**src/rtl/edge_event_arbiter.sv**
```systemverilog
// edge_event_arbiter
// Latches rising edges on CHANNELS single-bit lines as pending events and
// serialises them onto one valid/ready channel with round-robin fairness.
// A sticky per-channel overflow flag records edges lost while unserved.
// All outputs come straight from registers.
module edge_event_arbiter #(
  parameter int CHANNELS    = 4,
  parameter int INDEX_WIDTH = 2
) (
  input  logic                   clock,
  input  logic                   resetn,
  input  logic [CHANNELS-1:0]    signals_i,
  output logic                   event_valid_o,
  input  logic                   event_ready_i,
  output logic [INDEX_WIDTH-1:0] event_index_o,
  output logic [CHANNELS-1:0]    pending_o,
  output logic [CHANNELS-1:0]    overflow_o,
  input  logic [CHANNELS-1:0]    overflow_clear_i
);

  typedef enum logic {IDLE = 1'b0, OFFER = 1'b1} state_t;

  state_t                 state_q, state_d;
  logic [CHANNELS-1:0]    previous_q;
  logic [CHANNELS-1:0]    pending_q, pending_d;
  logic [CHANNELS-1:0]    overflow_q, overflow_d;
  logic                   valid_q, valid_d;
  logic [INDEX_WIDTH-1:0] index_q, index_d;
  logic [INDEX_WIDTH-1:0] pointer_q, pointer_d;

  logic [CHANNELS-1:0]    edge_s;
  logic                   fire_s;
  logic [CHANNELS-1:0]    consumed_s;
  logic [CHANNELS-1:0]    candidate_s;
  logic                   any_candidate_s;
  logic [INDEX_WIDTH-1:0] selected_s;

  // First set bit of cand found by searching upward from ptr, wrapping to 0.
  function automatic logic [INDEX_WIDTH-1:0] rr_pick(
    input logic [CHANNELS-1:0]    cand,
    input logic [INDEX_WIDTH-1:0] ptr
  );
    logic [INDEX_WIDTH-1:0] pick;
    logic [INDEX_WIDTH-1:0] pos_idx;
    logic                   found;
    int                     pos;
    pick  = ptr;
    found = 1'b0;
    for (int off = 0; off < CHANNELS; off++) begin
      pos     = (int'(ptr) + off) % CHANNELS;
      pos_idx = INDEX_WIDTH'(pos);
      if (!found && cand[pos_idx]) begin
        pick  = pos_idx;
        found = 1'b1;
      end else begin
        pick  = pick;
      end
    end
    return pick;
  endfunction

  // Edge detection, handshake decode and the arbitration candidate set.
  always_comb begin
    edge_s     = signals_i & ~previous_q;
    fire_s     = valid_q & event_ready_i;
    consumed_s = {CHANNELS{1'b0}};
    if (fire_s) begin
      consumed_s = {{(CHANNELS-1){1'b0}}, 1'b1} << index_q;
    end else begin
      consumed_s = {CHANNELS{1'b0}};
    end
    // The channel being consumed this cycle must not be re-offered at once,
    // even if a fresh edge re-arms its pending bit.
    if (state_q == OFFER) begin
      candidate_s = pending_q & ~consumed_s;
    end else begin
      candidate_s = pending_q;
    end
    any_candidate_s = |candidate_s;
    selected_s      = rr_pick(candidate_s, pointer_q);
  end

  // Pending, overflow and pointer next-state; a new edge outranks consumption.
  always_comb begin
    pending_d  = edge_s | (pending_q & ~consumed_s);
    overflow_d = (overflow_q & ~overflow_clear_i) | (edge_s & pending_q & ~consumed_s);
    if (fire_s) begin
      if (index_q == INDEX_WIDTH'(CHANNELS - 1)) begin
        pointer_d = {INDEX_WIDTH{1'b0}};
      end else begin
        pointer_d = index_q + INDEX_WIDTH'(1);
      end
    end else begin
      pointer_d = pointer_q;
    end
  end

  // FSM next-state: offer while anything is left to serve.
  always_comb begin
    state_d = state_q;
    case (state_q)
      IDLE: begin
        if (any_candidate_s) state_d = OFFER;
        else                 state_d = IDLE;
      end
      OFFER: begin
        if (fire_s && !any_candidate_s) state_d = IDLE;
        else                            state_d = OFFER;
      end
      default: state_d = IDLE;
    endcase
  end

  // FSM outputs: load a new offer, hold it until accepted, or drop valid.
  always_comb begin
    valid_d = valid_q;
    index_d = index_q;
    case (state_q)
      IDLE: begin
        if (any_candidate_s) begin
          valid_d = 1'b1;
          index_d = selected_s;
        end else begin
          valid_d = 1'b0;
          index_d = index_q;
        end
      end
      OFFER: begin
        if (!fire_s) begin
          valid_d = valid_q;
          index_d = index_q;
        end else if (any_candidate_s) begin
          valid_d = 1'b1;
          index_d = selected_s;
        end else begin
          valid_d = 1'b0;
          index_d = index_q;
        end
      end
      default: begin
        valid_d = 1'b0;
        index_d = index_q;
      end
    endcase
  end

  // State and datapath registers with asynchronous active-low reset.
  always_ff @(posedge clock or negedge resetn) begin
    if (!resetn) begin
      state_q    <= IDLE;
      previous_q <= {CHANNELS{1'b0}};
      pending_q  <= {CHANNELS{1'b0}};
      overflow_q <= {CHANNELS{1'b0}};
      valid_q    <= 1'b0;
      index_q    <= {INDEX_WIDTH{1'b0}};
      pointer_q  <= {INDEX_WIDTH{1'b0}};
    end else begin
      state_q    <= state_d;
      previous_q <= signals_i;
      pending_q  <= pending_d;
      overflow_q <= overflow_d;
      valid_q    <= valid_d;
      index_q    <= index_d;
      pointer_q  <= pointer_d;
    end
  end

  assign event_valid_o = valid_q;
  assign event_index_o = index_q;
  assign pending_o     = pending_q;
  assign overflow_o    = overflow_q;

endmodule
```
**config.mk**
```make
export PLATFORM = sky130hd
export DESIGN_NAME = edge_event_arbiter
export DESIGN_NICKNAME = d
export VERILOG_FILES = /design/src/rtl/edge_event_arbiter.sv
export SDC_FILE = /design/constraint.sdc
export NUM_CORES = 1
export LEC_CHECK = 0
export CORE_AREA = 4 4 55 57
export CTS_BUF_LIST = sky130_fd_sc_hd__clkbuf_16
export DETAILED_ROUTE_END_ITERATION = 10
export DIE_AREA = 0 0 59 61
export MAX_ROUTING_LAYER = met4
export RECOVER_POWER = 50
export SYNTH_ARGS = -nofsm -noshare
export SYNTH_HDL_FRONTEND = slang
export SYNTH_SLANG_ARGS = --single-unit
```
**constraint.sdc**
```tcl
create_clock -name clock -period 2.1 [get_ports clock]
set_clock_uncertainty 0.05 [all_clocks]
set_input_delay 0.315 -clock clock [delete_from_list [all_inputs] [get_ports clock]]
set_output_delay 0.315 -clock clock [all_outputs]
set_load 0.01 [all_outputs]
```
---- Word level (Yosys, flattened, before mapping) ----
Index checks and enable logic that the tools add are counted.
operators by class
  add/subtract/negate cells ............... 4
  multipliers ............................. 0
  div/mod/pow operators ................... 0
  order comparisons ....................... 4
  equality and inequality tests ........... 2
  shift-type cells ........................ 1
  multiplexer cells ....................... 25
  bitwise logic cells ..................... 12
  reduce and logical (&&, ||, !) cells .... 9
operator list
  operator                                                               number
  4-bit bitwise AND                                                      5
  2-bit by 3-bit < comparator with 1-bit output (second input constant)  4
  2-bit two-way mux                                                      6
  4-bit inverter                                                         3
  1-bit two-way mux                                                      10
  1-bit binary-select mux with 2-bit select                              4
  4-bit two-way mux                                                      2
  4-bit OR                                                               2
  2-bit by 1-bit adder with 2-bit output (second input constant)         2
  2-bit adder (second input constant)                                    2
  1-bit logical AND                                                      4
  1-bit logical NOT                                                      4
  1-bit one-hot mux with 2 select lines                                  2
  2-bit one-hot mux with 2 select lines                                  1
  4-bit OR reduction                                                     1
  1-bit by 2-bit left shift with 4-bit output (first input constant)     1
  2-bit == test (second input constant)                                  1
  2-bit by 1-bit != test with 1-bit output (second input constant)       1
  1-bit bitwise AND                                                      1
  1-bit inverter                                                         1
word-level totals
  register bits after elaboration ......... 18
  latch bits .............................. 0
  bits in writable memories ............... 0
  ROM bits ................................ 0
  bits of input ports ..................... 11
  output and inout port bits .............. 11
  word-level logic and storage cells ...... 64
  memories ................................ 0

---- Longest topological paths before layout ----
  word-level depth ........................ 20
  mapped depth ............................ 7

---- Worst setup path after synthesis ----
Ideal clock, no wire load.
  path kind ............................... reg-to-reg
  start ................................... reg index_q[0] (netlist: event_index_o[0])
  end ..................................... reg index_q[0] (netlist: event_index_o[0])
  library setup time ...................... 95 ps
  arrival ................................. 1461 ps
  path slack .............................. 494 ps
  cell stages (with the launch flop) ...... 8
  buffers on the path ..................... 0
  cell sequence ........................... dfrtp_1 inv_1 ha_1 nand4_1 nand2_1 o22ai_1 a22o_1 o32ai_2
between the ends
  longest elaborated chain between the ends .. 20
  elaborated cells between the ends (all ways) .. 29
  those cells by class .................... shift (1); mux (19); bitwise (2); reduce/logical (7)
ends and longest elaborated chain
  item                                         line      text
  start, declared                              28        logic [INDEX_WIDTH-1:0] index_q, index_d;
  start signal, assigned                       155       index_q <= {INDEX_WIDTH{1'b0}};
  start signal, assigned                       163       index_q <= index_d;
  1-bit by 2-bit left shift with 4-bit output  68        consumed_s = {{(CHANNELS-1){1'b0}}, 1'b1} << index_q;
  4-bit two-way mux                            67        if (fire_s) begin
  4-bit inverter                               75        candidate_s = pending_q & ~consumed_s;
  4-bit bitwise AND                            75
  4-bit two-way mux                            74        if (state_q == OFFER) begin
  1-bit binary-select mux with 2-bit select    52        if (!found && cand[pos_idx]) begin
  1-bit two-way mux (not written as such)      52
  1-bit two-way mux                            52
  [... 4 more ...]                             -
  1-bit logical AND                            52
  1-bit two-way mux                            52
  1-bit logical NOT                            52
  1-bit logical AND                            52
  2-bit two-way mux                            52
  2-bit two-way mux (*)                        120, 132
  2-bit two-way mux                            129       if (!fire_s) begin
  2-bit one-hot mux with 2 select lines (*)    118       case (state_q)
Mark *: on every way between the ends. The rest lies on a longest branch, timed or not. The select of a mux whose other input is x is not followed.
A chain may end at the register's enable or synchronous reset.

---- Final worst setup path ----
Same ends and word-level chain as after synthesis.

==> run_results.csv <==
group,metric,value,unit
pwr,vdd_drop_max,0.707,mV
cts,htreeDepth,1,
worst_setup_path,startpoint,"event_index_o[0]",
min_path,hold_path_class,"register to register",
timing,rsz0062_at_grt,"false",
yosys,netlist_top_cells_count,"dfrtp_1 (18), nand2_1 (14), inv_1 (7), nand2b_1 (5), o22ai_1 (5)",
cts,cts-root-buf,"clkbuf_16",
timing,fmax,0.565,GHz
placed_design,dp_hpwl,1390,um
cts,clk_latency,250,ps
cts,clock-sinks,18,
global_route,grt_util_all_layers,11.6,%
routing,drt-initial-drc-count,15,
yosys,synth_seq_cells,18,
worst_setup_path,cp-start-kind,"register",
layout,syn2layout_area_growth,37.7,%
worst_setup_path,rrSetupSlack,330,ps
global_route,grt_first_pass_wirelength,3000,um
layout,diodes,0,
worst_setup_path,cp-endpoint,"event_index_o[0]",
yosys,yosysSeqAreaShare,52.2,%
worst_setup_path,reg2reg_depth,7,
yosys,syn_nets,98,
layout,regArea,450,um^2
flow_run,drv_cap,0,
timing,tns,0,ps
worst_setup_path,cp.arrival,1870,ps
cts,postCtsHoldBufs,0,
worst_setup_path,rr_startpoint,"event_index_o[0]",
routing,drc,0,
yosys,synthCells,83,
yosys,synthFlopType,"dfrtp_1",
layout,fin_nets,124,
routing,wl,1760,um
yosys,synth_edf_count,0,
layout,multi_input_area,382,um^2
floorplan,num_rows,18,
global_route,grt_pass1_vias,682,
global_route,grt_max_degree,19,
yosys,netlist_area,863,um^2
timing,timing.final.crit_share,84.3,%
yosys,yosysMostFrequentCell,"dfrtp_1",
floorplan,fp.dieW,59,um
timing,final.setup.worst_slack,330,ps
worst_setup_path,required,2200,ps
floorplan,core-area,0.00248,mm^2
placed_design,place.gp.congestion,0.871,
routing,vias,681,
routing,drtPass1Iterations,4,
timing,hold_violations,0,
outcome,status,"finished clean",
placed_design,portBuffers,21,
global_route,antenna_found_initial,0,
cts,postCtsSetupRepairBufs,0,
floorplan,io_pins,22,
cts,ctsResizeCount,0,
yosys,yosysTopAreaCellShare,52.2,%
pwr,powerDensity,1440,mW/mm^2
floorplan,die_y,61,um
yosys,yosys.area.top_type,"dfrtp_1",
timing,min_period,1770,ps
yosys,synth_area_leaders,"dfrtp_1 (52%), nand2_1 (6.1%), ha_1 (5.8%)",
cts,tritoncts,"done",
global_route,overflow,0,
worst_setup_path,worst-setup-path-type,"register to register",
yosys,ys_types,29,
placed_design,pre_cts_ws,103,ps
yosys,avgSynthCellArea,10.4,um^2
worst_setup_path,r2r-end,"event_index_o[0]",
worst_setup_path,end_kind,"register",
worst_setup_path,cp_max_fo,6,
routing,vias_per_cell,4.93,
layout,fillers,246,
floorplan,initial_core_util,34.8,%
floorplan,dieArea,0.00360,mm^2
pwr,p_leak,0.000523,uW
timing,final-max-slew-violation-count,0,
routing,antenna_left,0,
routing,routedWlPerCell,12.8,um
layout,drive_above_1_share,6.48,%
cts,clk_path_buf_depth,2,
cts,cts_buffers,3,
timing,worst_pin_slew,939,ps
yosys,ys_warn_count,0,
yosys,async_flop_share,100,%
cts,clk_pin_slew,50,ps
timing,setup_viol_count_final,0,
timing,slew_headroom,37.4,%
report_power, final:
group          total (uW)  internal [uW]  leakage, uW  switching (uW)
Sequential            590            459     0.000204             131
Combinational         740            375     0.000280             364
Clock                 378            253    0.0000385             125
layer usage:
metal / routed length, um / GRT usage, % / part of all wire (%) / up-vias
met2: 839 / 18.0 / 48 / 17
met1: 820 / 14.7 / 46 / 316
met4: 12 / 4.85 / 0.68 / 0
li1: - / - / - / 346
met3: 92 / 2.55 / 5.2 / 2
met5: 0 / - / 0 / -
final cells by class:
class,instances,share of cell area [%]
Sequential cell,18,37.9
Multi-Input combinational cell,57,32.1
Timing Repair Buffer,22,18.0
Clock buffer,3,6.32
Tap cell,30,3.16
Inverter,7,2.21
Clock inverter,1,0.316
worst max-delay path, cell delays in order (launching register included):
cell and delay, ps:
dfrtp_1 440, inv_1 160, ha_1 190, nand4_1 120, nand2_1 190, o22ai_1 100
a22o_1 250, o32ai_2 190
kinds of logic (layout without fill, tap and decap cells):
group	Yosys count	in the layout	share of synthesized area (%)
AND/OR/NAND/NOR	34	34	20.1
AO/OA/AOI/OAI	18	18	17.0
adder cells (fa/ha/maj)	4	4	5.80
flip-flops	18	18	52.2
multiplexers	1	1	1.30
buffers and inverters	8	33	3.62
cell usage in the layout, fill, tap and decap left out, drive strengths merged:
master	count
a21boi	2
o22ai	5
a32oi	1
or2	1
a31oi	1
o21ai	4
a41oi	1
clkinv	1
dlygate4sd3	5
nand2b	5
dfrtp	18
inv	7
o31ai	1
nand3b	1
nand2	15
o32ai	1
ha	4
and2	2
nand3	4
clkdlybuf4s50	16
and3	1
nor2	2
a22o	1
a2bb2oi	1
mux2	1
nand4	3
clkbuf	4
state kept, by name, summed over array words and instances (netlist names):
name           cells
pending_o          4
event_index_o      2
overflow_o         4
event_valid_o      1
previous_q         4
state_q            1
pointer_q          2
worst min-delay path by stage:
stage | to | start | slack [ps] | cells after the start
floorplan | event_index_o[0] | resetn | -30 | 0
global placement | pending_o[2] | previous_q[2] | 450 | 2
CTS | state_q | resetn | 350 | 2
detailed placement | pending_o[2] | previous_q[2] | 450 | 2
finish | pending_o[2] | previous_q[2] | 460 | 2
global route | pending_o[2] | previous_q[2] | 500 | 2
stage by stage:
step | instance area [um^2] | util (%) | hold slack (ps) | total power [uW] | instances
3_5_place_dp | 1110 | 44.9 | 451 | 1350 | 134
6_report | 1190 | 48.0 | 457 | 1710 | 138
2_1_floorplan | 863 | - | -30.6 | 1040 | 83
5_1_grt | 1190 | 48.0 | 495 | 1850 | 138
3_3_place_gp | 1110 | 44.9 | 451 | 1330 | 134
4_1_cts | 1190 | 48.1 | 352 | 1740 | 138
(Power assumes the default switching activity.)
